### config.mk
export PLATFORM = sky130hd
export DESIGN_NAME = reg_bus_hub
export DESIGN_NICKNAME = d
export VERILOG_FILES = /design/src/rtl/reg_bus_hub.sv
export SDC_FILE = /design/constraint.sdc
export NUM_CORES = 1
export LEC_CHECK = 0
export CAP_MARGIN = 20
export CORE_MARGIN = 2
export CORE_UTILIZATION = 45
export CTS_CLUSTER_SIZE = 16
export DETAILED_ROUTE_END_ITERATION = 7
export PLACE_DENSITY = 0.89
export SYNTH_ARGS = -nofsm -noshare
export SYNTH_HDL_FRONTEND = slang
export SYNTH_SLANG_ARGS = --single-unit
### constraint.sdc
create_clock -name clk -period 2.1 [get_ports clk]
set_input_delay 0.42 -clock clk [delete_from_list [all_inputs] [get_ports clk]]
set_output_delay 0.42 -clock clk [all_outputs]
set_load 0.01 [all_outputs]
### src/rtl/reg_bus_hub.sv
// Register-bus hub: broadcasts one request to N slaves, selects the acking slave's data.
// Optional REG_BUS_HUB_STATS_EN adds saturating transaction/fault counters.
module reg_bus_hub #(
  parameter int N_SLAVES = 5,
  parameter int ADDR_W   = 4,
  parameter int DATA_W   = 4,
  parameter int TIMEOUT  = 15
) (
  input  logic                       clk,
  input  logic                       rst,
  input  logic                       m_valid,
  input  logic [ADDR_W-1:0]          m_address,
  input  logic [DATA_W-1:0]          m_data,
  output logic                       m_ack,
  output logic                       m_fault,
  output logic [DATA_W-1:0]          m_rdata,
  output logic                       m_rdata_valid,
  output logic                       s_valid,
  output logic [ADDR_W-1:0]          s_address,
  output logic [DATA_W-1:0]          s_data,
  input  logic [N_SLAVES-1:0]        s_ack,
  input  logic [N_SLAVES*DATA_W-1:0] s_rdata,
  input  logic [N_SLAVES-1:0]        s_rdata_valid,
  output logic                       err_timeout,
  output logic                       err_collision,
  output logic [3:0]                 last_slave
`ifdef REG_BUS_HUB_STATS_EN
  ,
  output logic [15:0]                txn_count,
  output logic [7:0]                 fault_count
`endif
);

  typedef enum logic [1:0] {
    S_IDLE,
    S_WAIT,
    S_DONE
  } state_e;

  localparam logic [7:0] TO8 = 8'(TIMEOUT);
  localparam logic [N_SLAVES-1:0] ONE = 1;

  state_e              state_q, state_d;
  logic [7:0]          cnt_q, cnt_d;
  logic [ADDR_W-1:0]   addr_q, addr_d;
  logic [DATA_W-1:0]   wdat_q, wdat_d;
  logic [DATA_W-1:0]   rdat_q, rdat_d;
  logic [3:0]          last_q, last_d;
  logic                sval_q, sval_d;
  logic                ack_q, ack_d;
  logic                flt_q, flt_d;
  logic                rv_q, rv_d;
  logic                errt_q, errt_d;
  logic                errc_q, errc_d;

  logic                ack_any;
  logic                ack_multi;
  logic [3:0]          win_idx;
  logic [DATA_W-1:0]   win_rdata;
  logic                win_rv;

  assign ack_any   = |s_ack;
  assign ack_multi = |(s_ack & (s_ack - ONE));

  // Lowest acking index wins; iterate downward so it is assigned last.
  always_comb begin
    win_idx   = '0;
    win_rdata = '0;
    win_rv    = 1'b0;
    for (int i = N_SLAVES - 1; i >= 0; i--) begin
      if (s_ack[i]) begin
        win_idx   = 4'(i);
        win_rdata = s_rdata[i*DATA_W +: DATA_W];
        win_rv    = s_rdata_valid[i];
      end
    end
  end

  always_comb begin
    state_d = state_q;
    cnt_d   = cnt_q;
    addr_d  = addr_q;
    wdat_d  = wdat_q;
    rdat_d  = rdat_q;
    last_d  = last_q;
    ack_d   = 1'b0;
    flt_d   = 1'b0;
    rv_d    = 1'b0;
    errt_d  = errt_q;
    errc_d  = errc_q;
    unique case (state_q)
      S_IDLE: begin
        if (m_valid) begin
          addr_d  = m_address;
          wdat_d  = m_data;
          cnt_d   = '0;
          state_d = S_WAIT;
        end
      end
      S_WAIT: begin
        cnt_d = (cnt_q == TO8) ? cnt_q : cnt_q + 8'd1;
        if (!m_valid) begin
          state_d = S_IDLE;
        end else if (ack_any) begin
          state_d = S_DONE;
          ack_d   = 1'b1;
          rv_d    = win_rv;
          last_d  = win_idx;
          rdat_d  = win_rdata;
          if (ack_multi) begin
            flt_d  = 1'b1;
            errc_d = 1'b1;
          end
        end else if (cnt_d == TO8) begin
          state_d = S_DONE;
          flt_d   = 1'b1;
          errt_d  = 1'b1;
        end
      end
      S_DONE: state_d = S_IDLE;
      default: state_d = S_IDLE;
    endcase
    sval_d = (state_d == S_WAIT);
  end

  always_ff @(posedge clk) begin
    if (!rst) begin
      state_q <= S_IDLE;
      cnt_q   <= '0;
      addr_q  <= '0;
      wdat_q  <= '0;
      rdat_q  <= '0;
      last_q  <= '0;
      sval_q  <= 1'b0;
      ack_q   <= 1'b0;
      flt_q   <= 1'b0;
      rv_q    <= 1'b0;
      errt_q  <= 1'b0;
      errc_q  <= 1'b0;
    end else begin
      state_q <= state_d;
      cnt_q   <= cnt_d;
      addr_q  <= addr_d;
      wdat_q  <= wdat_d;
      rdat_q  <= rdat_d;
      last_q  <= last_d;
      sval_q  <= sval_d;
      ack_q   <= ack_d;
      flt_q   <= flt_d;
      rv_q    <= rv_d;
      errt_q  <= errt_d;
      errc_q  <= errc_d;
    end
  end

  assign m_ack         = ack_q;
  assign m_fault       = flt_q;
  assign m_rdata       = rdat_q;
  assign m_rdata_valid = rv_q;
  assign s_valid       = sval_q;
  assign s_address     = addr_q;
  assign s_data        = wdat_q;
  assign err_timeout   = errt_q;
  assign err_collision = errc_q;
  assign last_slave    = last_q;

`ifdef REG_BUS_HUB_STATS_EN
  logic [15:0] txn_q;
  logic [7:0]  fcnt_q;

  always_ff @(posedge clk) begin
    if (!rst) begin
      txn_q  <= '0;
      fcnt_q <= '0;
    end else begin
      if (ack_q && txn_q != 16'hFFFF) txn_q <= txn_q + 16'd1;
      if (flt_q && fcnt_q != 8'hFF)   fcnt_q <= fcnt_q + 8'd1;
    end
  end

  assign txn_count   = txn_q;
  assign fault_count = fcnt_q;
`endif

endmodule
==> results.tsv, run 1 <==
stage	metric	value	unit
finish	nNetsFinal	316	
clock_network	clock-sinks	31	
finish	stdcell_count	323	
synth	yosysSeqAreaShare	35.45	%
outcome	status	finished clean	
clock_network	numCtsBuffers	5	
placed_design	pre_cts_ws	-99.31	ps
placed_design	io_buffer_count	61	
worst_setup_path	crit_required	2300	ps
sta	rsz0062_at_grt	no	
sta	hold_violations	0	
route	routedWlPerCell	14.72	µm
floorplan	ioPinCount	63	
placed_design	gp_congestion	0.8668	
route	drt_iter0_drc	87	
worst_setup_path	max_stage_delay	450	ps
synth	syn-mean-instance-area	8.296	µm²
synth	ys_warn_count	0	
power	ir_drop	0.4606	mV
power	combPwrFrac	17.7	%
route	viasPerCell	5.588	
synth	syn_area	1750	µm²
clock_network	clockRootBuffer	clkbuf_8	
clock_network	clk_pin_slew	70	ps
power	clock_power_share	40.5	%
synth	synth_edf_count	0	
route	firstDrtPassIters	4	
worst_setup_path	rr_worst_depth	7	
sta	fin_hold_ws	461.5	ps
sta	layout_setup_ws	134.9	ps
synth	ys.flop_type	dfxtp_1	
floorplan	start_util	47.46	%
worst_hold_path	min_path_type	reg2reg	
worst_hold_path	hold_depth	2	
worst_setup_path	crit_chain	ha_2 > and3_1 > nand4_1 > o21ai_0 > buf_4 > nand3_2 > a21oi_1	
finish	fillerInstances	311	
sta	worst_pin_slew	719.9	ps
synth	synthDistinctLibCells	53	
global_route	grt-ovfl-total	0	
global_route	antenna_found_initial	0	
finish	drive_above_1_share	12.00	%
sta	slew_headroom	51.57	%
clock_network	clk_path_buf_depth	2	
finish	seqCellArea	621.8	µm²
floorplan	fp.dieH	66.37	µm
synth	synth_async_sr_flop_share	0	%
flow_run	cap_viol_max_count	0	
clock_network	htreeDepth	2	
power	seqPwrFrac	41.8	%
synth	netlist_instances	211	
finish	multi_input_area	980.9	µm²
worst_setup_path	slowest_stage	dfxtp_1	
global_route	grt_usage	22.90	%
sta	drv_slew	0	
clock_network	clock_latency	280	ps
sta	finalSetupViolCount	0	
placed_design	place_hpwl	3.510	mm
finish	syn2layout_area_growth	44.10	%
power	p_switching	340.6	µW
floorplan	die-area	4405	µm²
route	vias	1805	
floorplan	core_area	3689	µm²
worst_setup_path	endpoint_kind	flip-flop	
worst_setup_path	worstSetupPathType	reg2reg	
power	power.leakage	0.0009282	µW
worst_setup_path	cp_max_fo	8	
sta	fmax	508.9	MHz
finish	antenna_cells	0	
worst_setup_path	crit_path_start_kind	flip-flop	
route	drcViolationCount	0	
route	postRouteWirelength	4.754	mm
placed_design	dp_cells	315	
sta	skew	4.201	ps
sta	tns	0	ps
global_route	grt_pass1_wl	7.810	mm
global_route	grt_max_degree	27	
power	intPower	1150	µW
global_route	grt_pass1_vias	1845	
sta	finalCriticalPeriod	1965	ps
synth	syn_nets	253	
route	antenna_left	0	
clock_network	tritoncts	built	
sta	period_share	93.58	%
floorplan	std_cell_rows	22	
floorplan	die_w	66.37	µm
worst_setup_path	arrival	2160	ps
power	p_per_area	590.9	nW/µm²
synth	synth_seq_cells	31	
power	p_sw_share	22.85	%
per-layer routing:
metal  vias to the layer above  global-route usage [%]  wire length [µm]
met5                         -                       0                 0
met4                         0                   11.48                94
met1                       853                   25.49              1950
met3                        10                   6.474               223
li1                        882                       -                 -
met2                        60                   39.50              2486
critical path: cells and delay by family, from the launching register on:
family | cells | cell delay [ps]
DFF | 1 | 450
buffers and inverters | 1 | 160
and+or+nand+nor | 3 | 510
AOI/OAI and AO/OA | 2 | 440
adders and majority gates | 1 | 320
cell usage after synthesis, types with 2 or more instances:
cell type | count | share of area [%]
dfxtp_1 | 31 | 35
a21oi_1 | 18 | 5.1
nor2b_1 | 18 | 6.4
nor2_1 | 14 | 3.0
nand2_1 | 11 | 2.4
o21ai_0 | 10 | 2.9
mux2i_1 | 9 | 5.1
clkbuf_1 | 8 | 1.7
inv_1 | 7 | 1.5
nand3_1 | 6 | 1.7
a31oi_1 | 5 | 1.8
buf_4 | 5 | 2.1
nor3_1 | 5 | 1.4
o31ai_1 | 5 | 2.1
a21boi_0 | 4 | 1.7
a221oi_1 | 4 | 2.0
a22oi_1 | 3 | 1.3
nand4_1 | 3 | 1.1
or3_1 | 3 | 1.1
a31o_2 | 2 | 1.0
and3_1 | 2 | 0.71
nand2b_1 | 2 | 0.71
nand3b_1 | 2 | 0.86
nor3b_1 | 2 | 0.86
nor4_1 | 2 | 0.71
o211ai_1 | 2 | 0.86
or4_1 | 2 | 0.86
worst paths after layout:
check                                                 from                    endpoint  slack [ps]
worst max-delay path                 cnt_q[1]$_SDFFE_PN0P_       state_q[1]$_SDFF_PN0_         130
worst min-delay path            err_collision$_SDFFE_PN0P_  err_collision$_SDFFE_PN0P_         460
worst max register to register       cnt_q[1]$_SDFFE_PN0P_       state_q[1]$_SDFF_PN0_         130
worst min register to register  err_collision$_SDFFE_PN0P_  err_collision$_SDFFE_PN0P_         460
area by class of cell:
class / count / share of cell area [%]
multi-input combinational: 154 / 38.89
tap: 48 / 2.381
inverter: 7 / 1.042
clock inverter: 2 / 1.389
sequential: 31 / 24.65
clock buffer: 6 / 3.274
timing repair buffer: 75 / 28.37
power groups by stage:
| stage | combinational, µW | clock [µW] | sequential, µW |
|---|---|---|---|
| 2_1_floorplan | 113 | 0 | 641 |
| 3_3_place_gp | 256 | 0 | 634 |
| 3_5_place_dp | 262 | 0 | 635 |
| 4_1_cts | 264 | 614 | 622 |
| 5_1_grt | 287 | 644 | 625 |
| 6_report | 264 | 604 | 623 |
layout by cell type, fill, tap and decap left out, drive strengths merged, types with 4 or more instances in the layout:
cell type,instances
clkbuf,6
o31ai,6
nor2,14
dfxtp,31
buf,14
a21oi,18
or4,4
a21boi,4
nor3,5
inv,7
a22oi,4
a31oi,5
mux2i,9
o21ai,10
nand2,11
nand3,7
a221oi,4
nor2b,18
clkdlybuf4s50,61
timing repair:
item / 4_1_cts / 5_1_grt
setup endpoints to repair: 0 / 5
hold buffers: 0 / 0
buffers inserted: 0 / 0
resized for setup: 0 / 2
cell families after synthesis:
group / share of synthesized area [%]
and+or+nand+nor: 24.66
AOI/OAI and AO/OA: 23.59
DFF: 35.45
buffers and inverters: 8.649
muxes: 5.147
adders and majority gates: 1.287
xor gates and xnor gates: 1.001
other: 0.2142
state kept, by name, summed over array words and instances (netlist names):
| signal | cells |
|---|---|
| cnt_q | 8 |
| m_rdata | 4 |
| s_address | 4 |
| s_data | 4 |
| last_slave | 3 |
| state_q | 2 |
| err_collision | 1 |
| err_timeout | 1 |
| m_ack | 1 |
| m_fault | 1 |
| m_rdata_valid | 1 |
| s_valid | 1 |
metrics by stage:
step,total power (µW),util [%],cell area [µm²]
final,1491,68.39,2522
after global routing,1555,68.39,2522
after CTS,1500,68.28,2519
after detailed placement,896.7,65.10,2401
after global placement,890.2,65.10,2401
after floorplan,754.2,-,1750
Note: power is estimated with default switching activity, not from simulation.
==> run 2, diff against run 1 <==
--- a/config.mk
+++ b/config.mk
@@ -6,7 +6,7 @@
 export NUM_CORES = 1
 export LEC_CHECK = 0
 export CAP_MARGIN = 20
-export CORE_MARGIN = 2
+export CORE_MARGIN = 3
 export CORE_UTILIZATION = 45
 export CTS_CLUSTER_SIZE = 16
 export DETAILED_ROUTE_END_ITERATION = 7
==> constraint.sdc (replaced) <==
create_clock -name clk -period 2.12 [get_ports clk]
set_input_delay 0.424 -clock clk [delete_from_list [all_inputs] [get_ports clk]]
set_output_delay 0.424 -clock clk [all_outputs]
set_load 0.01 [all_outputs]
==> run 2 against run 1 <==
  * Utilization rose by 0.60 points
  * Clock power rose by 16%
  * Critical path depth fell by 1
  * Non-clock buffer count rose by 2
  * Register-to-register slack improved by 80 ps
  * Power rose by 6.2%
==> results.tsv, run 2 (synthesized netlist as in run 1, its figures left out) <==
stage	metric	value	unit	change
clock_network	clock_latency	290	ps	about the same
finish	syn2layout_area_growth	46.46	%	
clock_network	clk_path_buf_depth	2		unchanged
placed_design	place_area	2429	µm²	+1.1%
finish	layout_common_cells	clkdlybuf4s50_1 (61), dfxtp_1 (31), a21oi_1 (18), nor2b_1 (18), buf_4 (15)		
clock_network	clock-sinks	31		unchanged
worst_setup_path	crit_required	2330	ps	+30 ps
finish	nNetsFinal	318		+0.63%
clock_network	post_cts_buffers	0		unchanged
clock_network	numCtsBuffers	5		unchanged
finish	drive_above_1_share	11.91	%	-0.087 points
sta	hold_violations	0		unchanged
floorplan	ioPinCount	63		unchanged
finish	final_common_cell	clkdlybuf4s50_1		
floorplan	std_cell_rows	22		unchanged
worst_setup_path	cp_max_fo	8		unchanged
finish	largest-register	cnt_q		
placed_design	gp_congestion	0.8601		-0.77%
power	p_per_area	617.5	nW/µm²	+4.5%
worst_setup_path	critical_path_buf_inv_count	0		-1
route	vias	1795		-0.55%
placed_design	io_buffer_count	61		unchanged
route	drt_iter0_drc	195		+120%
floorplan	die-area	4674	µm²	+6.1%
worst_setup_path	path_delay_family	simple AND/OR/NAND/NOR gates		
sta	skew	4.232	ps	+0.03128 ps
finish	multi_input_area	980.9	µm²	unchanged
clock_network	tritoncts	built		
finish	antenna_cells	0		unchanged
placed_design	place_hpwl	3.621	mm	+3.2%
sta	fmax	524.6	MHz	+3.1%
route	viasPerCell	5.523		-1.2%
finish	seqCellArea	620.6	µm²	-0.20%
power	power.leakage	0.0009480	µW	+2.1%
finish	fillerInstances	303		-2.6%
worst_setup_path	crit_chain	ha_2 > nand3_1 > or3_1 > a22oi_2 > nand3_2 > o31ai_2		
sta	finalCriticalPeriod	1906	ps	-58.86 ps
floorplan	start_util	47.10	%	-0.35 points
global_route	antenna_found_initial	0		unchanged
worst_setup_path	timing.rr.start	cnt_q[1]$_SDFFE_PN0P_		
route	firstDrtPassIters	4		unchanged
route	routedWlPerCell	15.28	µm	+3.8%
finish	finish.utilization	68.99	%	+0.60 points
worst_setup_path	arrival	2120	ps	-40 ps
finish	largest_register_ffs	8		unchanged
worst_hold_path	hp-start	err_timeout$_SDFFE_PN0P_		
floorplan	fp.dieH	68.37	µm	+3.0%
floorplan	die_w	68.37	µm	+3.0%
global_route	grt_pass1_vias	1653		-10%
clock_network	clk_pin_slew	70	ps	about the same
sta	worst_pin_slew	628.5	ps	-91.40 ps
worst_hold_path	hold_end	err_timeout$_SDFFE_PN0P_		
route	drcViolationCount	0		unchanged
route	antenna_left	0		unchanged
clock_network	postCtsHoldBufs	0		unchanged
outcome	status	finished clean		
worst_hold_path	min_path_type	reg2reg		
global_route	grt_max_degree	27		unchanged
worst_setup_path	crit_path_start_kind	flip-flop		
clock_network	clockRootBuffer	clkbuf_8		
worst_hold_path	hold_depth	2		unchanged
clock_network	htreeDepth	2		unchanged
global_route	grt-ovfl-total	0		unchanged
worst_setup_path	rr_worst_depth	6		-1
sta	drv_slew	0		unchanged
global_route	grt_pass1_wl	7.672	mm	-1.8%
sta	finalSetupViolCount	0		unchanged
sta	period_share	89.92	%	-3.7 points
route	postRouteWirelength	4.966	mm	+4.5%
flow_run	cap_viol_max_count	0		unchanged
sta	tns	0	ps	unchanged
sta	slew_headroom	57.72	%	+6.1 points
floorplan	core_area	3716	µm²	+0.75%
sta	fin_hold_ws	482.8	ps	+21.29 ps
power	ir_drop	0.4169	mV	-9.5%
worst_setup_path	worstSetupPathType	reg2reg		
worst_setup_path	r2r_slack	210	ps	+80 ps
sta	rsz0062_at_grt	no		
worst_setup_path	slowest_stage	dfxtp_1		
worst_setup_path	r2r_end	err_timeout$_SDFFE_PN0P_		
worst_setup_path	endpoint_kind	flip-flop		
worst_setup_path	worstSetupStartpoint	cnt_q[1]$_SDFFE_PN0P_		
finish	finalInstanceArea	2564	µm²	+1.6%
global_route	grt_usage	22.23	%	-0.67 points
worst_setup_path	max_stage_delay	440	ps	about the same
-- run 2: cell count changes in the layout (fill, tap and decap cells not counted) --
cell / before / now
buf_12: 0 / 1
buf_4: 14 / 15
bufinv_16: 1 / 2
clkbuf_1: 0 / 1
clkbuf_8: 6 / 5
clkinv_2: 1 / 0
dfxtp_1: 30 / 31
dfxtp_2: 1 / 0
o21ai_0: 10 / 9
o21ai_1: 0 / 1
-- run 2: worst max-delay path by stage --
stage | slack, ps | cells after the start | end
6_report | 210 | 6 | err_timeout$_SDFFE_PN0P_
5_1_grt | 70 | 6 | m_fault$_SDFF_PN0_
4_1_cts | 130 | 6 | err_timeout$_SDFFE_PN0P_
3_5_place_dp | -70 | 7 | m_rdata[0]$_SDFFE_PN0P_
3_3_place_gp | -20 | 7 | m_rdata[0]$_SDFFE_PN0P_
2_1_floorplan | 340 | 6 | s_valid$_SDFF_PN0_
-- run 2: area by class of cell --
| cell class | count | share of cell area (%) |
|---|---|---|
| flip-flops and latches | 31 | 24.21 |
| clock buffers | 6 | 2.831 |
| clock inverters | 2 | 2.343 |
| well taps | 48 | 2.343 |
| inverters | 7 | 1.025 |
| multi-input cells | 154 | 38.26 |
| repair buffers | 77 | 28.99 |
-- run 2: per-stage QoR --
step	setup WS, ps	cells	total power [µW]
after floorplan	344.8	211	747.0
after global placement	-16.99	317	884.6
after detailed placement	-71.22	317	894.1
after CTS	128.8	325	1584
after global routing	73.95	325	1645
final	213.8	325	1583
-- run 2: tightest hold or removal path: stages (launching register included) --
cell     delay [ps]
dfxtp_1         320
nand2_1          70
o31ai_2          50
-- run 2: power breakdown --
part / total (µW) / internal (µW) / leakage, µW / switching [µW]
Clock: 699 / 470 / 0.0000654 / 229
Sequential: 615 / 603 / 0.000252 / 12.4
Combinational: 269 / 159 / 0.000630 / 110
Total: 1580 / 1230 / 0.000948 / 352
-- run 2: routing by layer --
metal | global-route usage (%) | share of wire, %
met2 | 36.10 | 51
met5 | 0 | 0
met3 | 6.240 | 4.8
met4 | 8.933 | 3.0
met1 | 27.56 | 42
-- run 2: repair_timing --
action | CTS | global route
hold endpoints to repair | 0 | 0
endpoints found under the setup margin | 0 | 5
gates resized for setup | 0 | 2
